--- src/rtl/csr_exec.sv ---
// rtl/csr_exec.sv - CSR instruction execution unit (read-modify-write sequencer)
//
// Purpose: accepts one CSR instruction (CSRRW/RS/RC and immediate forms), reads the
// old CSR value, writes the modified value back with a one-cycle strobe, then holds
// the response (old value + illegal flag) until the consumer takes it.
//
// Ports:
//   clk, reset                 clock, asynchronous active-high reset
//   req_valid/req_ready        request handshake (ready only in IDLE)
//   req_op/addr/src/zimm/rs1_zero  instruction fields, latched on accept
//   csr_addr/csr_rdata         CSR file read port (rdata combinational on addr)
//   csr_we/csr_wdata           CSR file write strobe and data
//   resp_valid/resp_ready      response handshake
//   resp_rdata/resp_illegal    old CSR value for rd, illegal-instruction flag
module csr_exec #(
    parameter int XLEN = 64
) (
    input  logic            clk,
    input  logic            reset,
    input  logic            req_valid,
    output logic            req_ready,
    input  logic [2:0]      req_op,
    input  logic [11:0]     req_addr,
    input  logic [XLEN-1:0] req_src,
    input  logic [4:0]      req_zimm,
    input  logic            req_rs1_zero,
    output logic [11:0]     csr_addr,
    input  logic [XLEN-1:0] csr_rdata,
    output logic            csr_we,
    output logic [XLEN-1:0] csr_wdata,
    output logic            resp_valid,
    input  logic            resp_ready,
    output logic [XLEN-1:0] resp_rdata,
    output logic            resp_illegal
);

    typedef enum logic [1:0] {
        IDLE  = 2'd0,
        READ  = 2'd1,
        WRITE = 2'd2,
        RESP  = 2'd3
    } state_t;

    state_t            state_q, state_d;
    logic [2:0]        op_q, op_d;
    logic [11:0]       addr_q, addr_d;
    logic [XLEN-1:0]   src_q, src_d;
    logic [4:0]        zimm_q, zimm_d;
    logic              rs1_zero_q, rs1_zero_d;
    logic [XLEN-1:0]   old_q, old_d;

    logic [XLEN-1:0]   operand;
    logic [XLEN-1:0]   new_val;
    logic              write_en;
    logic              addr_ok;
    logic              illegal;

    // Decode of the latched instruction; fields are stable from READ through RESP.
    always_comb begin
        operand = op_q[2] ? {{(XLEN-5){1'b0}}, zimm_q} : src_q;

        // RW forms always write; set/clear forms skip the write when the source is zero.
        if (op_q[1:0] == 2'b01) begin
            write_en = 1'b1;
        end else if (op_q[2]) begin
            write_en = (zimm_q != 5'd0);
        end else begin
            write_en = !rs1_zero_q;
        end

        case (op_q[1:0])
            2'b01:   new_val = operand;
            2'b10:   new_val = old_q | operand;
            2'b11:   new_val = old_q & ~operand;
            default: new_val = '0;
        endcase

        case (addr_q)
            12'h180, 12'h300, 12'h304, 12'h305,
            12'h340, 12'h341, 12'h342, 12'h343, 12'h344: addr_ok = 1'b1;
            default:                                     addr_ok = 1'b0;
        endcase

        // addr[11:10]==2'b11 is the read-only CSR space.
        illegal = (op_q[1:0] == 2'b00) || !addr_ok
                  || (write_en && (addr_q[11:10] == 2'b11));
    end

    // Next-state and latch logic.
    always_comb begin
        state_d    = state_q;
        op_d       = op_q;
        addr_d     = addr_q;
        src_d      = src_q;
        zimm_d     = zimm_q;
        rs1_zero_d = rs1_zero_q;
        old_d      = old_q;

        case (state_q)
            IDLE: begin
                if (req_valid) begin
                    op_d       = req_op;
                    addr_d     = req_addr;
                    src_d      = req_src;
                    zimm_d     = req_zimm;
                    rs1_zero_d = req_rs1_zero;
                    state_d    = READ;
                end
            end
            READ: begin
                old_d   = csr_rdata;
                state_d = WRITE;
            end
            WRITE: begin
                state_d = RESP;
            end
            RESP: begin
                if (resp_ready) begin
                    state_d = IDLE;
                end
            end
            default: state_d = IDLE;
        endcase
    end

    always_ff @(posedge clk or posedge reset) begin
        if (reset) begin
            state_q    <= IDLE;
            op_q       <= '0;
            addr_q     <= '0;
            src_q      <= '0;
            zimm_q     <= '0;
            rs1_zero_q <= 1'b0;
            old_q      <= '0;
        end else begin
            state_q    <= state_d;
            op_q       <= op_d;
            addr_q     <= addr_d;
            src_q      <= src_d;
            zimm_q     <= zimm_d;
            rs1_zero_q <= rs1_zero_d;
            old_q      <= old_d;
        end
    end

    // Outputs decode straight from the state register, so an asynchronous reset
    // drops csr_we/resp_valid in the same instant.
    always_comb begin
        req_ready    = (state_q == IDLE);
        csr_addr     = addr_q;
        csr_we       = (state_q == WRITE) && !illegal && write_en;
        csr_wdata    = csr_we ? new_val : '0;
        resp_valid   = (state_q == RESP);
        resp_illegal = resp_valid && illegal;
        resp_rdata   = (resp_valid && !illegal) ? old_q : '0;
    end

endmodule
--- config.mk ---
export PLATFORM = sky130hd
export DESIGN_NAME = csr_exec
export DESIGN_NICKNAME = d
export VERILOG_FILES = /design/src/rtl/csr_exec.sv
export SDC_FILE = /design/constraint.sdc
export NUM_CORES = 1
export LEC_CHECK = 0
export CORE_AREA = 8 8 198 106
export DETAILED_ROUTE_END_ITERATION = 16
export DIE_AREA = 0 0 206 114
export PLACE_DENSITY_LB_ADDON = 0.1
export SLEW_MARGIN = 20
export SYNTH_ARGS = -nofsm -noshare
export SYNTH_HDL_FRONTEND = slang
export SYNTH_SLANG_ARGS = --single-unit
--- constraint.sdc ---
create_clock -name clk -period 6.75 [get_ports clk]
set_input_delay 1.0125 -clock clk [delete_from_list [all_inputs] [get_ports clk]]
set_output_delay 1.0125 -clock clk [all_outputs]
set_load 0.01 [all_outputs]
Yosys cells after proc, flatten, opt, wreduce, memory -nomap -nowiden. Index checks and enable logic that the tools add are counted.

Bits in registers: 151. Input bits: 153. Output and inout bits: 144. Logic and storage cells: 54.

Equality and inequality tests: 18. Mux-type cells: 10. Bitwise logic cells: 3. Reduce and logical (&&, ||, !) cells: 16.

Operators with widths (count): $mux 64 (3); $pmux 64 s3 (1); $eq 12x10->1 const B (8); $and 64x64->64 (1); $not 64->64 (1); $or 64x64->64 (1); $eq 12x9->1 const B (1); $eq 2x2->1 const B (5); $reduce_or 9->1 (1); $pmux 2 s4 (1); $logic_and 1x1->1 (5); $reduce_bool 5->1 (1); $eq 2x1->1 const B (2); $logic_not 2->1 (2); $mux 2 (2); $reduce_and 2->1 (2); $logic_not 1->1 (3); $mux 1 (3); $logic_or 1x1->1 (2); $ne 2x1->1 const B (1); $ne 2x2->1 const B (1).

Logic depth before layout (Yosys ltp).
Depth in word-level cells: 10. Depth in mapped cells: 7. Depth with buffers taken out: 5.

Worst setup path after synthesis. Ideal clock, no wire load.

Path kind: register to output. Start: register addr_q[5] (netlist: csr_addr[5]). End: output csr_wdata[10]. Arrival time: 1696 ps. Data required time: 5738 ps. Setup slack: 4041 ps. Cell stages (with the launch flop): 7. Buffers on the path: 2. Cell sequence: dfrtp_1 > nor4b_1 > o211ai_1 > a2111o_1 > buf_6 > buf_6 > nor2_1.

Cells in the longest elaborated chain, start to end: 10. Elaborated cells on any way between the ends: 18. Classes of those cells: 9 x eq/ne; 2 x mux; 7 x reduce/logical.

RTL lines: start, declared (line 46) `logic [11:0] addr_q, addr_d;`; start signal, assigned (line 138) `addr_q <= addr_d;`; $eq 12x9->1 or $eq 12x10->1 (tied branches) (line 78) `case (addr_q)`; $reduce_or 9->1 * (line 78); $mux 1 * (line 78); $logic_not 1->1 * (line 85) `illegal = (op_q[1:0] == 2'b00) || !addr_ok`; $logic_or 1x1->1 * (line 85); $logic_or 1x1->1 * (line 86) `|| (write_en && (addr_q[11:10] == 2'b11));`; $logic_not 1->1 * (line 151) `csr_we = (state_q == WRITE) && !illegal && write_en;`; $logic_and 1x1->1 * (2 in a row) (line 151); $mux 64 * (line 152) `csr_wdata = csr_we ? new_val : '0;`; end, declared (line 30) `output logic [XLEN-1:0] csr_wdata,`.

Mark *: on every way between the ends. The rest lies on a longest branch, timed or not.

Final worst setup path.
Start: register addr_q[5] (netlist: csr_addr[5]). End: output csr_wdata[33].

Same word-level chain as after synthesis.

==> results.tsv <==
stage	metric	value	unit
timing	hold_ws	505	ps
cells_and_area	number of nets in the layout	1162	
critical_path	WP data arrival	3610	ps
clock_tree	post-CTS setup buffers	0	
route	DR pass1 iterations	4	
timing	Slew headroom	0.338	
timing	Final Hold Fails	0	
critical_path	r2r worst-path depth	5	
clock_tree	TritonCTS Buffers	17	
critical_path	FF-to-FF Start	state_q[0]	
global_routing	largest net degree at the start of global routing	90	
min_path	worst hold path class	flip-flop to flip-flop	
clock_tree	hold_buf cts	0	
route	Total Routed Length	26600	um
min_path	worst hold start	src_q[3]	
power	P_int	2.90	mW
cells_and_area	most common cell after layout, fill and taps aside	clkdlybuf4s50_1	
logic_synthesis	leading post-synthesis cells by cell area	dfrtp_1 48%, mux2_2 21%, and3_1 5.0%	
logic_synthesis	Yosys reg bits	151	
logic_synthesis	area leader, netlist	dfrtp_1	
die	Die ar.	23500	um2
global_routing	M3 GR Usage	0.0818	
place	DP Area	11100	um2
global_routing	GR peak layer	met2	
timing	unrepaired setup endpoints after global routing	false	
cells_and_area	layout cells sized above 1	0.217	
timing	post-route setup TNS	0	ps
place	gpl congestion	0.819	
timing	Fmax	217	MHz
route	routed length per placed instance	21.1	um
global_routing	grt ovf	0	
clock_tree	clock root buffer	clkbuf_16	
logic_synthesis	Synth Warn #	0	
die	Starting Density	0.441	
power	Peak VDD IR	246	uV
clock_tree	CTS tree	built	
die	chip width	206	um
critical_path	startpoint types	flip-flop	
die	Core Area	18000	um2
timing	Slew @ Worst Pin	993	ps
power	Clk network pwr share	0.200	
critical_path	CP Data Required Time	5740	ps
route	Vias/cell	5.35	
critical_path	CP Capture Type	output pin	
place	worst slack at placement	2620	ps
die	IO Pins	297	
die	Rows	35	
logic_synthesis	Cell variety after synth	28	
clock_tree	post-cts resize count	0	
route	via count	6726	
flow_run	Max-cap violations	0	
power	switching power total	1.75	mW
min_path	hold path depth	1	
power	PwrDens	400	nW/um2
cells_and_area	area delta synth->final	46.2	%
min_path	Hold Path Sink	src_q[3]	
power	sequential share of power	0.374	
die	Die Ht	114	um
critical_path	Reg-to-Reg End	csr_addr[8]	
route	Initial DRC Count	335	
status	status	finished, final reports clean	
clock_tree	htree depth	4	
cells_and_area	# diodes	0	
global_routing	Total Routing Usage GR	0.225	
timing	Clock Skew	12.8	ps
cells_and_area	most frequent cells in the layout	296 x clkdlybuf4s50_1, 149 x dfrtp_1, 148 x mux2_2	
logic_synthesis	sequential area share after synthesis	0.475	
logic_synthesis	Yosys top cell area share	0.475	
global_routing	initial antenna violation count	5	
route	Remaining DRCs	0	
place	Buffers on Ports	296	
timing	endpoints failing setup	0	
critical_path	reg2reg setup slack	4270	ps
global_routing	vias in the first global route	6732	
critical_path	critical path type	flip-flop to output pin	
power	Comb power frac	0.426	
timing	Tcrit/Tclk final	0.684	
global_routing	first-pass GRT wire length	41300	um
logic_synthesis	Avg Inst Size Synth	10.7	um2
clock_tree	clk sinks	151	
cells_and_area	final instance area	11600	um2
global_routing	met2 Use GR	0.345	
timing	Tmin final	4620	ps
place	post-DP HPWL	18600	um
logic_synthesis	Synth Cell Area	7950	um2
route	post-route ant nets	0	
clock_tree	worst skew pair latency	430	ps
logic_synthesis	Mapped Cells	740	
timing	fin worst setup slack	2130	ps
clock_tree	Clock Pin Slew Worst Setup and Hold Paths	70	ps
timing	Max Slew Vio Count	0	
power	Net Sw Frac	0.376	
global_routing	met1 GRT Util	0.301	
critical_path	maximum net fanout on the critical path	41	
power	leakage power	4.69	nW
clock_tree	clk buf depth	2	
logic_synthesis	Mapped Nets	897	
## Yosys cell counts
cell type,count
nor2b_1,36
and3_1,64
buf_6,6
a31oi_1,25
a21oi_2,20
nor4bb_1,1
o21ai_1,1
mux2_2,148
dfrtp_1,151
nand2_1,63
nor2_1,61
nor4b_2,1
o21ai_0,3
o211ai_1,31
o32a_1,1
a32oi_1,9
buf_2,9
or4_1,1
a2111o_1,1
a21oi_1,12
nor4b_1,2
inv_1,7
xnor2_1,1
clkbuf_1,45
mux2i_1,6
nand2b_1,30
ha_1,4
a22oi_1,1
## metrics by stage
step,total power [mW],util,instances
detailed placement,3.74,0.613,1226
floorplan,3.08,-,740
CTS,4.68,0.645,1258
global route,4.97,0.645,1258
finish,4.65,0.645,1258
global placement,3.70,0.613,1226
## how the worst max path moves through the flow
stage / start / to / slack [ps] / cells past startpoint
floorplan: reset / csr_addr[0] / 1670 / 1
global placement: zimm_q[1] / csr_wdata[27] / 2710 / 6
detailed placement: csr_addr[5] / csr_wdata[35] / 2620 / 6
CTS: csr_addr[5] / csr_wdata[35] / 2140 / 6
global route: csr_addr[5] / csr_wdata[33] / 1950 / 6
finish: csr_addr[5] / csr_wdata[33] / 2130 / 6
## metal layers
metal,vias up,share of wire
met5,-,0.0024
met4,10,0.0077
met3,21,0.094
met2,218,0.45
met1,3324,0.44
li1,3153,-
## power groups by stage
stage               Clock [mW]  Sequential [mW]  Combinational [mW]
finish                   0.931             1.74                1.98
global route             0.986             1.80                2.19
CTS                      0.949             1.73                2.00
detailed placement           0             1.74                1.99
global placement             0             1.74                1.97
floorplan                    0             1.63                1.45
## flip-flops by register name (all words and copies together), names as in the netlist
register    count
old_q          64
rs1_zero_q      1
src_q          64
op_q            3
state_q         2
zimm_q          5
csr_addr       12
## critical path, cell delays in order (launching register included)
cell and delay (ps):
dfrtp_1 390, nor4b_1 460, o211ai_1 250, a2111o_2 890, buf_4 410, a21oi_1 190
clkdlybuf4s50_1 570
## logic make-up (layout without fill, tap and decap cells)
family          count (synthesis)  in the layout  share of synthesized area
simple gates                  259            259                      0.167
mux                           154            154                      0.217
flops                         151            151                      0.475
compound gates                104            104                     0.0946
buf+inv                        67            345                     0.0387
fa+ha+maj                       4              4                    0.00629
xor+xnor                        1              1                    0.00110
## layout make-up
class                      instances  area [um2]
fill                            1465        6410
multi-input combinational        522        3910
sequential                       151        3780
timing repair buffer             306        3040
clock buffer                      17         425
tap                              240         300
clock inverter                    15         143
inverter                           7        31.3
(Power assumes the default switching activity.)
==> patch, RTL diff (config.mk and constraints unchanged) <==
Re-encode `state_t` (4 states) as one-hot, 4 bits wide.
--- a/src/rtl/csr_exec.sv
+++ b/src/rtl/csr_exec.sv
@@ -35,9 +35,9 @@
 );
 
-    typedef enum logic [1:0] {
-        IDLE  = 2'd0,
-        READ  = 2'd1,
-        WRITE = 2'd2,
-        RESP  = 2'd3
+    typedef enum logic [3:0] {
+        IDLE  = 4'b0001,
+        READ  = 4'b0010,
+        WRITE = 4'b0100,
+        RESP  = 4'b1000
     } state_t;
 
Check against the original RTL: no difference found for any inputs over 4 cycles, from zero or initial values and one cycle with reset high; so few cycles prove little.
==> patch against the original RTL <==
Total power is 5.9% higher; sequential cell count is 2 higher; wire length is 4.9% higher; synthesized cell count is 3.9% higher; critical path depth stayed put; global-route usage is 0.54 points higher; cell count is 2.3% higher; cell area is 5.3% higher; setup slack better by 0.031 ns; area after synthesis is 5.5% higher; critical path type unchanged.
==> patch: results (changes against the original RTL) <==
\begin{tabular}{lr}
\hline
Metric & Value \\
\hline
\multicolumn{2}{l}{\textbf{Timing}} \\
\quad Peak Freq & 218.0 MHz (+0.68\%) \\
\quad Pin slew with the least headroom to its limit & 1.116 ns (+0.1236 ns) \\
\quad Final hold slack & 0.5049 ns (-0.0003220 ns) \\
\multicolumn{2}{l}{\textbf{Power}} \\
\quad Overall power after layout & 4.921 mW (+5.9\%) \\
\quad Peak VDD IR & 270.4 uV (+10\%) \\
\quad Leakage Power & 4.820 nW (+2.8\%) \\
\quad Clock share of power & 22.6\% (+2.6 points) \\
\quad Net load switching power & 1.851 mW (+6.0\%) \\
\multicolumn{2}{l}{\textbf{Critical path}} \\
\quad Reg-to-reg critical path startpoint & state\_q[1]\$\_DFFE\_PP0P\_ \\
\quad Worst endpoint data arrival time & 3.58 ns (-0.03 ns) \\
\quad Worst setup path end & csr\_wdata[0] \\
\quad Critical path launch point & op\_q[1]\$\_DFFE\_PP0P\_ \\
\quad Reg2reg setup slack & 4.02 ns (-0.25 ns) \\
\quad R2r worst-path depth & 4 (-1) \\
\multicolumn{2}{l}{\textbf{Synthesis}} \\
\quad Arithmetic-cell share of the synthesized area counting full adders, half adders and majority gates & 0\% (-0.63 points) \\
\quad Mapped Cells & 769 (+3.9\%) \\
\quad Commonest cells in the synthesized netlist & dfrtp\_1, mux2\_2, and2\_1 \\
\quad Cell types with the largest area share after synthesis & dfrtp\_1, mux2\_2, nor3\_2 \\
\quad Distinct cells, synth & 37 (+32\%) \\
\quad Sequential area share after synthesis & 45.65\% (-1.9 points) \\
\quad Xor and xnor area share after synthesis & 0.2088\% (+0.099 points) \\
\multicolumn{2}{l}{\textbf{Global route}} \\
\quad Grt met3 use & 6.706\% (-1.5 points) \\
\quad Global Route Usage Sum & 23.00\% (+0.54 points) \\
\quad Met1 track utilization from global routing & 32.35\% (+2.3 points) \\
\quad Met2 track demand over resource in global routing & 34.54\% (+0.065 points) \\
\quad Via count of the first global-routing pass & 6,904 (+2.6\%) \\
\quad Largest net degree at the start of global routing & 108 (+20\%) \\
\quad Initial antenna violation count & 3 (-2) \\
\multicolumn{2}{l}{\textbf{Run status}} \\
\quad Result of the run & complete, no violations \\
\multicolumn{2}{l}{\textbf{Cells and area}} \\
\quad Ratio of cells with drive above 1 in the final layout & 22.47\% (+0.76 points) \\
\quad Filler cells & 1,425 (-2.7\%) \\
\quad Layout net count & 1,186 (+2.1\%) \\
\multicolumn{2}{l}{\textbf{Place}} \\
\quad Estimated wirelength of the detail-placed design & 19.22 mm (+3.3\%) \\
\quad Global placer's final weighted congestion & 0.8120 (-0.82\%) \\
\quad Dpl cell area & 11,510 um2 (+4.1\%) \\
\multicolumn{2}{l}{\textbf{Drt}} \\
\quad Wire length reported by the detailed router & 27.90 mm (+4.9\%) \\
\quad Vias per inst & 5.433 (+1.6\%) \\
\quad Met2 wirelength from detailed routing & 12.29 mm (+2.2\%) \\
\quad Via total after detailed routing & 6,992 (+4.0\%) \\
\quad WL met3 & 1.921 mm (-23\%) \\
\hline
\end{tabular}
## patch: changes by cell type after synthesis, moves of 28 or more
cell,delta
nand2_1,-31
and3_1,-64
nor3_2,+49
and2_1,+64
nor2_1,-52
nor2b_1,-33
mux2i_1,+28
## patch: area by class of cell
| class | count | share of cell area [%] |
|---|---|---|
| diodes | 1 | 0.02044 |
| well taps | 240 | 2.453 |
| repair buffers | 310 | 25.38 |
| multi-input cells | 526 | 34.44 |
| clock inverters | 14 | 2.003 |
| clock buffers | 18 | 3.588 |
| flip-flops and latches | 153 | 31.31 |
| inverters | 25 | 0.8074 |
## patch: worst max-delay path: stages (launching register included)
cell and delay, ns:
dfrtp_2 0.39, buf_4 0.66, inv_1 0.23, a21oi_4 0.78, buf_12 0.37, nor3_1 0.13
clkdlybuf4s50_1 0.54
